`src/rtl/debug_run_controller.sv`:
```
// Run/halt/single-step sequencer that gates the core's commit enable.
// Halt sources: EBREAK decode, a bank of PC breakpoints, and debounced board keys.
module debug_run_controller #(
  parameter int NUM_BP          = 4,
  parameter int DEBOUNCE_CYCLES = 50000,
  parameter int PC_W            = 32,
  localparam int IDX_W          = (NUM_BP > 1) ? $clog2(NUM_BP) : 1
) (
  input  logic             iCLK,
  input  logic             Reset_n,
  input  logic [3:0]       iKEY,
  input  logic             iEbreak,
  input  logic [PC_W-1:0]  iPC,
  input  logic             iBP_WE,
  input  logic [IDX_W-1:0] iBP_IDX,
  input  logic [PC_W-1:0]  iBP_ADDR,
  input  logic             iBP_VALID,
  output logic             oCPU_EN,
  output logic             oBreak,
  output logic [1:0]       oCause,
  output logic [31:0]      oInstrCnt
);

  localparam int CNT_W = $clog2(DEBOUNCE_CYCLES + 1);

  localparam logic [1:0] ST_RUN    = 2'd0;
  localparam logic [1:0] ST_HALT   = 2'd1;
  localparam logic [1:0] ST_STEP   = 2'd2;
  localparam logic [1:0] ST_RESUME = 2'd3;

  localparam logic [1:0] CAUSE_NONE   = 2'd0;
  localparam logic [1:0] CAUSE_EBREAK = 2'd1;
  localparam logic [1:0] CAUSE_BP     = 2'd2;
  localparam logic [1:0] CAUSE_MANUAL = 2'd3;

  // key[3] and the word-offset bits of both addresses take no part in any decision
  logic unused_ok;
  assign unused_ok = ^{iKEY[3], iBP_ADDR[1:0], iPC[1:0]};

  // ---------------------------------------------------------------------------
  // Key path: synchronizer, debounce, falling-edge press pulse (keys 0..2)
  // ---------------------------------------------------------------------------
  logic [2:0] press;

  for (genvar k = 0; k < 3; k++) begin : g_key
    logic             sync1_q;
    logic             sync2_q;
    logic             stable_q;
    logic [CNT_W-1:0] cnt_q;
    logic [CNT_W-1:0] cnt_d;
    logic             accept;

    // The synced level has differed from the stable level for DEBOUNCE_CYCLES cycles
    assign accept   = (sync2_q != stable_q) && (cnt_q == CNT_W'(DEBOUNCE_CYCLES - 1));
    assign press[k] = accept & ~sync2_q;

    always_comb begin
      cnt_d = '0;
      if (!accept && (sync2_q != stable_q)) cnt_d = cnt_q + 1'b1;
    end

    always_ff @(posedge iCLK or negedge Reset_n) begin
      if (!Reset_n) begin
        sync1_q  <= 1'b1;
        sync2_q  <= 1'b1;
        stable_q <= 1'b1;
        cnt_q    <= '0;
      end else begin
        sync1_q <= iKEY[k];
        sync2_q <= sync1_q;
        cnt_q   <= cnt_d;
        if (accept) stable_q <= sync2_q;
      end
    end
  end

  logic halt_press;
  logic step_press;
  logic resume_press;

  assign halt_press   = press[0];
  assign step_press   = press[1];
  assign resume_press = press[2];

  // ---------------------------------------------------------------------------
  // Breakpoint bank
  // ---------------------------------------------------------------------------
  logic [NUM_BP-1:0] bp_valid_q;
  logic [PC_W-3:0]   bp_addr_q [NUM_BP];
  logic [NUM_BP-1:0] bp_match;
  logic              bp_hit;

  always_ff @(posedge iCLK or negedge Reset_n) begin
    if (!Reset_n) begin
      bp_valid_q <= '0;
      for (int i = 0; i < NUM_BP; i++) bp_addr_q[i] <= '0;
    end else if (iBP_WE) begin
      for (int i = 0; i < NUM_BP; i++) begin
        if (iBP_IDX == IDX_W'(i)) begin
          bp_valid_q[i] <= iBP_VALID;
          bp_addr_q[i]  <= iBP_ADDR[PC_W-1:2];
        end
      end
    end
  end

  always_comb begin
    bp_match = '0;
    for (int i = 0; i < NUM_BP; i++) begin
      bp_match[i] = bp_valid_q[i] && (bp_addr_q[i] == iPC[PC_W-1:2]);
    end
  end

  assign bp_hit = |bp_match;

  // ---------------------------------------------------------------------------
  // Run/halt FSM
  // ---------------------------------------------------------------------------
  logic [1:0]  state_q;
  logic [1:0]  state_d;
  logic [1:0]  cause_q;
  logic [1:0]  cause_d;
  logic        post_step_q;
  logic        cpu_en;
  logic [31:0] instr_cnt_q;

  always_comb begin
    state_d = state_q;
    cause_d = cause_q;
    cpu_en  = 1'b0;
    case (state_q)
      ST_RUN: begin
        cpu_en = ~(iEbreak | bp_hit | halt_press);
        if (!cpu_en) begin
          state_d = ST_HALT;
          cause_d = iEbreak ? CAUSE_EBREAK : (bp_hit ? CAUSE_BP : CAUSE_MANUAL);
        end
      end
      ST_HALT: begin
        // After a step the new PC may itself be a stop reason; report that one
        if (post_step_q && (iEbreak || bp_hit)) begin
          cause_d = iEbreak ? CAUSE_EBREAK : CAUSE_BP;
        end
        if (step_press)        state_d = ST_STEP;
        else if (resume_press) state_d = ST_RESUME;
      end
      ST_STEP: begin
        cpu_en  = 1'b1;
        state_d = ST_HALT;
      end
      ST_RESUME: begin
        cpu_en  = 1'b1;
        state_d = ST_RUN;
        cause_d = CAUSE_NONE;
      end
      default: state_d = ST_RUN;
    endcase
  end

  always_ff @(posedge iCLK or negedge Reset_n) begin
    if (!Reset_n) begin
      state_q     <= ST_RUN;
      cause_q     <= CAUSE_NONE;
      post_step_q <= 1'b0;
      instr_cnt_q <= '0;
    end else begin
      state_q     <= state_d;
      cause_q     <= cause_d;
      post_step_q <= (state_q == ST_STEP);
      instr_cnt_q <= instr_cnt_q + 32'(cpu_en);
    end
  end

  assign oCPU_EN   = cpu_en;
  assign oBreak    = (state_q == ST_HALT);
  assign oCause    = cause_q;
  assign oInstrCnt = instr_cnt_q;

endmodule
```
`config.mk`:
```
export PLATFORM = sky130hd
export DESIGN_NAME = debug_run_controller
export DESIGN_NICKNAME = d
export VERILOG_FILES = /design/src/rtl/debug_run_controller.sv
export SDC_FILE = /design/constraint.sdc
export NUM_CORES = 1
export LEC_CHECK = 0
export BUFFER_PORTS_ARGS = -buffer_cell sky130_fd_sc_hd__buf_2
export CORE_MARGIN = 4
export CORE_UTILIZATION = 50
export DETAILED_ROUTE_END_ITERATION = 10
export MAX_ROUTING_LAYER = met4
export PLACE_DENSITY = 0.82
export SLEW_MARGIN = 20
export SYNTH_ARGS = -nofsm -noshare
export SYNTH_HDL_FRONTEND = slang
export SYNTH_SLANG_ARGS = --single-unit
```
`constraint.sdc`:
```
create_clock -name iCLK -period 2.91 [get_ports iCLK]
set_input_delay 0.582 -clock iCLK [delete_from_list [all_inputs] [get_ports iCLK]]
set_output_delay 0.582 -clock iCLK [all_outputs]
set_load 0.02 [all_outputs]
```
Word-level counts from Yosys, hierarchy flattened
Index checks and enable logic that the tools add are counted.
{"block": "word_totals", "regBits": 218, "output_inout_bits": 36, "word_cells": 96}
{"block": "classes", "add_sub_neg": 4, "n_eq_ne": 19, "muxes": 14, "bitwise_logic": 9, "reduce_logical": 26}
{"operator": "$eq 30x30->1", "n": 4}
{"operator": "$add 16x1->16 const B", "n": 3}
{"operator": "$eq 16x16->1 const B", "n": 3}
{"operator": "$mux 16", "n": 3}
{"operator": "$add 32x1->32", "n": 1}
{"operator": "$mux 2", "n": 7}
{"operator": "$logic_and 1x1->1", "n": 11}
{"operator": "$reduce_and 2->1", "n": 5}
{"operator": "$eq 2x2->1 const B", "n": 4}
{"operator": "$pmux 2 s4", "n": 1}
{"operator": "$pmux 2 s3", "n": 1}
{"operator": "$eq 2x1->1 const B", "n": 2}
{"operator": "$logic_not 2->1", "n": 2}
{"operator": "$not 1->1", "n": 4}
{"operator": "$reduce_or 4->1", "n": 1}
{"operator": "$and 1x1->1", "n": 3}
{"operator": "$logic_not 1->1", "n": 3}
{"operator": "$ne 1x1->1", "n": 3}
{"operator": "$ne 3x1->1 const B", "n": 1}
{"operator": "$reduce_and 3->1", "n": 1}
{"operator": "$reduce_bool 3->1", "n": 1}
{"operator": "$ne 2x1->1 const B", "n": 1}
{"operator": "$ne 2x2->1 const B", "n": 1}
{"operator": "$or 1x1->1", "n": 2}
{"operator": "4 further kinds", "n": 4}

Logic depth before layout (Yosys ltp)
{"block": "logic_depth", "ltp_word": 8, "mapped_depth": 15}

Worst setup path before layout
Ideal clock, no wire load.
{"block": "synth_timing", "path_type": "in2reg", "start": "in iPC[29]", "end": "reg instr_cnt_q[29] (netlist: oInstrCnt[29])", "arrival_time_ns": 2.939, "slack_ns": -0.158, "path_stages": 15, "cell_sequence": "buf_4 > xnor2_1 > nand4_1 > nor4_1 > a22oi_1 > nand3b_1 > nor3_1 > or2_2 > ha_1 > nand3_1 > nor2_1 > nand3_1 > nor3_2 > nand3_1 > xnor2_1"}
{"block": "synth_between", "elab_chain_cells": 8, "elab_cells_between_ends": 14, "cone_classes": "add/sub (1); eq/ne (4); mux (1); bitwise (3); reduce/logical (5)"}
{"item": "start: declaration", "line": "13", "source": "input logic [PC_W-1:0] iPC,"}
{"item": "$eq 30x30->1", "line": "110", "source": "bp_match[i] = bp_valid_q[i] && (bp_addr_q[i] == iPC[PC_W-1:2]);"}
{"item": "$logic_and 1x1->1", "line": "110"}
{"item": "$reduce_or 4->1 (*)", "line": "114", "source": "assign bp_hit = |bp_match;"}
{"item": "$or 1x1->1 (*) (2 in a row)", "line": "133", "source": "cpu_en = ~(iEbreak | bp_hit | halt_press);"}
{"item": "$not 1->1 (*)", "line": "133"}
{"item": "$pmux 1 s2 (*)", "line": "131", "source": "case (state_q)"}
{"item": "named net oCPU_EN", "line": "18", "source": "output logic oCPU_EN,"}
{"item": "$add 32x1->32 (*)", "line": "170", "source": "instr_cnt_q <= instr_cnt_q + 32'(cpu_en);"}
{"item": "end signal: assignment", "line": "170"}
{"item": "end: declaration", "line": "125", "source": "logic [31:0] instr_cnt_q;"}
The timed path passes the listed nets; every way through them passes the cells marked *.
A chain may end at the register's enable or synchronous reset.

Worst setup path in the final report
{"block": "layout_timing", "start": "reg bp_addr_q[38] in the netlist's numbering", "end": "out oCPU_EN"}
{"block": "layout_between", "elab_chain_cells": 7}
{"item": "start: declaration", "line": "89", "source": "logic [PC_W-3:0] bp_addr_q [NUM_BP];"}
{"item": "start signal: indexed assignment", "line": "101", "source": "bp_addr_q[i] <= iBP_ADDR[PC_W-1:2];"}
{"item": "$eq 30x30->1", "line": "110"}
{"item": "$logic_and 1x1->1", "line": "110"}
{"item": "$reduce_or 4->1", "line": "114"}
{"item": "$or 1x1->1 (2 in a row)", "line": "133"}
{"item": "$not 1->1", "line": "133"}
{"item": "$pmux 1 s2", "line": "131"}
{"item": "end: declaration", "line": "18"}
No other way between the ends.

==> results.py <==
metrics = {
    "synthesis": {
        "ys.flop_type": "sky130_fd_sc_hd__dfrtp_1",
        "synth_area_um2": 10300,
        "syn_nets": 914,
        "yosysSeqAreaShare": 0.532,
        "synth-edff-count": 0,
        "yosys_warnings": 0,
        "netlist_instances": 834,
        "synth.distinct_cells": 34,
        "syn_area_per_cell_um2": 12.3,
        "ys_async_sr_fraction": 1.00,
        "yosys_register_bits": 218,
    },
    "critical_path": {
        "critical-path-top-delay-family": "simple AND/OR/NAND/NOR gates",
        "capturing_element_type_of_the_critical_path": "output pin",
        "regToRegSetupSlack_ps": -150,
        "worst-setup-path-type": "reg -> out",
        "crit_fanout": 2,
        "timing.critical_path.cells": "xnor2_1 -> nand4_1 -> nor4_2 -> a22oi_2 -> nand3b_1 -> nor3_2 -> or2_4 -> buf_6",
        "critical_path.max_stage_delay_ps": 390,
        "cp_max_stage_cell": "sky130_fd_sc_hd__dfrtp_1",
        "worstPathBufferInverterCount": 1,
        "crit_start": "bp_addr_q[38]",
        "kind_of_start_point_of_the_critical_path": "register",
        "cp_data_arrival_time_ps": 2560,
        "critical_path_required_ps": 2330,
        "r2r_end": "oInstrCnt[27]",
        "r2r_cells": 16,
        "r2r_start": "bp_addr_q[38]",
    },
    "clock_network": {
        "cts_tree": "built",
        "post_cts_hold_buffer_count": 0,
        "cts_htree_levels": 1,
        "cts.reportedPaths.clkPinSlew_ps": 60,
        "tritoncts.num_buffers": 22,
        "clock_insertion_delay_worst_skew_ps": 520,
        "max-clock-path-buffers": 3,
        "clkSinkCount": 218,
        "clockRootBuffer": "sky130_fd_sc_hd__clkbuf_16",
    },
    "die": {
        "floorplan.initialDensity": 0.508,
        "die_width_um": 151,
        "core_um2": 20200,
        "pin_count": 111,
        "dieHeight_um": 151,
        "std_cell_rows": 52,
        "area_enclosed_by_the_die_boundary_um2": 22900,
    },
    "placement": {
        "dp_hpwl_mm": 15.7,
        "place_congestion": 0.838,
        "post_dp_cell_area_um2": 11100,
        "placement.io_buffers": 105,
        "placedCellCount": 1185,
    },
    "status": {
        "status": "finished, violations left",
        "failed_checks": "setup timing",
    },
    "power_and_ir_drop": {
        "static-leakage-power_uw": 0.00537,
        "p_per_area_nw_per_um2": 633,
        "vdd.ir_drop.worst_v": 0.000455,
    },
    "timing": {
        "slew-limit-headroom": 0.563,
        "rsz0062_at_grt": "yes",
        "maxSlewViolCount": 0,
        "timing.final.hold_violations": 0,
        "final.setup.worst_slack_ps": -227,
        "clock-skew-final_ps": 26.6,
        "max_clock_freq_ghz": 0.319,
        "setup_violations": 17,
        "finalSetupTns_ps": -1010,
        "final.period_utilization": 1.08,
        "finalWorstPathRequiredPeriod_ps": 3140,
        "worst_slew_pin_slew_ps": 655,
    },
    "min_path": {
        "worst_hold_path_type": "in -> async",
    },
    "route": {
        "routed_wirelength_mm": 22.9,
        "routed_wire_length_per_instance_um": 18.5,
        "drt.antenna.violating_nets": 0,
        "routed-via-count": 6625,
        "post-route-drc-count": 0,
        "number_of_drc_markers_after_the_initial_detailed_route_iteration": 321,
        "vias_per_cell": 5.36,
        "drt_pre_antenna_iters": 4,
    },
    "final_layout": {
        "nets": 1028,
        "flow.area_growth_from_synthesis_pct": 19.1,
        "drive_above_1_share": 0.377,
        "final_cell_area_um2": 12200,
        "filler_cells": 1536,
        "layout_common_cells": "sky130_fd_sc_hd__dfrtp_1 (209), sky130_fd_sc_hd__xnor2_1 (140), sky130_fd_sc_hd__mux2_2 (127), sky130_fd_sc_hd__buf_2 (103), sky130_fd_sc_hd__nor2_1 (55)",
        "ff_latch_area_um2": 5470,
        "finalNonFillerCells": 1235,
        "mostFrequentLayoutCell": "sky130_fd_sc_hd__dfrtp_1",
        "multiInputGateArea_um2": 4820,
    },
    "global_route": {
        "grt-ovfl-total": 0,
        "grt_pass1_wl_mm": 36.7,
        "grt_start_max_net_pins": 83,
        "globalRouteTotalUtil": 0.209,
        "first_global_vias": 6963,
        "grt_antenna_before_repair": 1,
    },
    "run": {
        "timing.max_cap.violations": 0,
    },
}
==> worst reg2reg max path, stage by stage (launching register included) <==
cell and delay [ps]:
sky130_fd_sc_hd__dfrtp_1 390, sky130_fd_sc_hd__xnor2_1 250, sky130_fd_sc_hd__nand4_1 200, sky130_fd_sc_hd__nor4_2 360, sky130_fd_sc_hd__a22oi_2 180, sky130_fd_sc_hd__nand3b_1 180, sky130_fd_sc_hd__nor3_2 80, sky130_fd_sc_hd__or2_4 270
sky130_fd_sc_hd__buf_4 140, sky130_fd_sc_hd__buf_4 130, sky130_fd_sc_hd__ha_4 160, sky130_fd_sc_hd__nand3_4 80, sky130_fd_sc_hd__nor2_4 40, sky130_fd_sc_hd__nand3_4 130, sky130_fd_sc_hd__nor3_4 70, sky130_fd_sc_hd__buf_4 140
sky130_fd_sc_hd__xor2_1 130
==> what timing repair did <==
action,CTS,global route
gates resized for setup,28,20
pin swaps,15,27
endpoints found under the setup margin,9,29
gates cloned,0,0
setup buffers,5,5
==> cells by family after synthesis <==
| logic type | Yosys count | share of synthesized area |
|---|---|---|
| AOI/OAI and AO/OA | 10 | 0.00694 |
| muxes | 129 | 0.141 |
| DFF | 218 | 0.532 |
| adders and majority gates | 5 | 0.00609 |
| and+or+nand+nor | 227 | 0.113 |
| buffers and inverters | 49 | 0.0337 |
| xor gates and xnor gates | 196 | 0.167 |
==> synthesized netlist by cell type, drive strengths merged, types with 2 or more instances <==
cell	count	area [um2]
and4	2	17.5
nand2b	2	12.5
nand3b	3	22.5
a22oi	2	15.0
nor2b	2	12.5
nor3b	4	30.0
xnor2	163	1430
clkbuf	6	22.5
nor4b	3	26.3
nand4	38	238
buf	40	313
nand2	33	124
nor2	60	225
o21a	2	15.0
xor2	33	289
dfrtp	209	5230
and3	23	144
nand3	34	170
dfstp	9	236
nor3	9	50.1
mux2	129	1450
or2	2	12.5
and2	2	12.5
ha	5	62.6
inv	3	11.3
nor4	9	56.3
a21oi	5	25.0
==> per-layer routing <==
| metal | up-vias | GRT usage | part of all wire |
|---|---|---|---|
| li1 | 3072 | - | - |
| met3 | 44 | 0.0326 | 0.054 |
| met4 | 0 | 0.0512 | 0.023 |
| met2 | 169 | 0.359 | 0.51 |
| met5 | - | - | 0 |
| met1 | 3340 | 0.262 | 0.41 |
==> final cells by class <==
class / count / area share
antenna: 1 / 0.000204
clock buffer: 31 / 0.0543
clock inverter: 9 / 0.00940
inverter: 3 / 0.000920
multi-input combinational: 567 / 0.394
sequential: 218 / 0.446
tap: 270 / 0.0276
timing repair buffer: 136 / 0.0673
==> per-stage QoR <==
step	setup slack [ps]	total power [uW]	hold WS [ps]	utilization
after CTS	-109	7770	90.7	0.597
after floorplan	-26.4	4380	286	-
after global routing	-293	8070	105	0.605
final	-227	7760	55.4	0.605
after detailed placement	-329	4740	348	0.548
after global placement	-246	4680	347	0.548
==> state kept, by name, indices dropped and copies added, names as in the netlist <==
name and count:
g_key.sync1_q 3, g_key.stable_q 3, g_key.sync2_q 3, state_q 2, bp_addr_q 120, oCause 2, post_step_q 1, g_key.cnt_q 48
bp_valid_q 4, oInstrCnt 32
==> worst max-delay path by stage <==
stage | end | slack, ps | cells after the start
after floorplan | oInstrCnt[29] | -30 | 15
after global placement | oInstrCnt[26] | -250 | 15
after detailed placement | oInstrCnt[30] | -330 | 15
after CTS | oCPU_EN | -110 | 8
after global routing | oCPU_EN | -290 | 8
final | oCPU_EN | -230 | 8
==> report_power, final <==
group / leakage (uW) / switching (uW) / internal [uW]
Clock: 0.000387 / 1180 / 1780
Sequential: 0.00273 / 259 / 3380
Combinational: 0.00225 / 523 / 634
Total: 0.00537 / 1960 / 5790
Note: power is estimated with default switching activity, not from simulation.
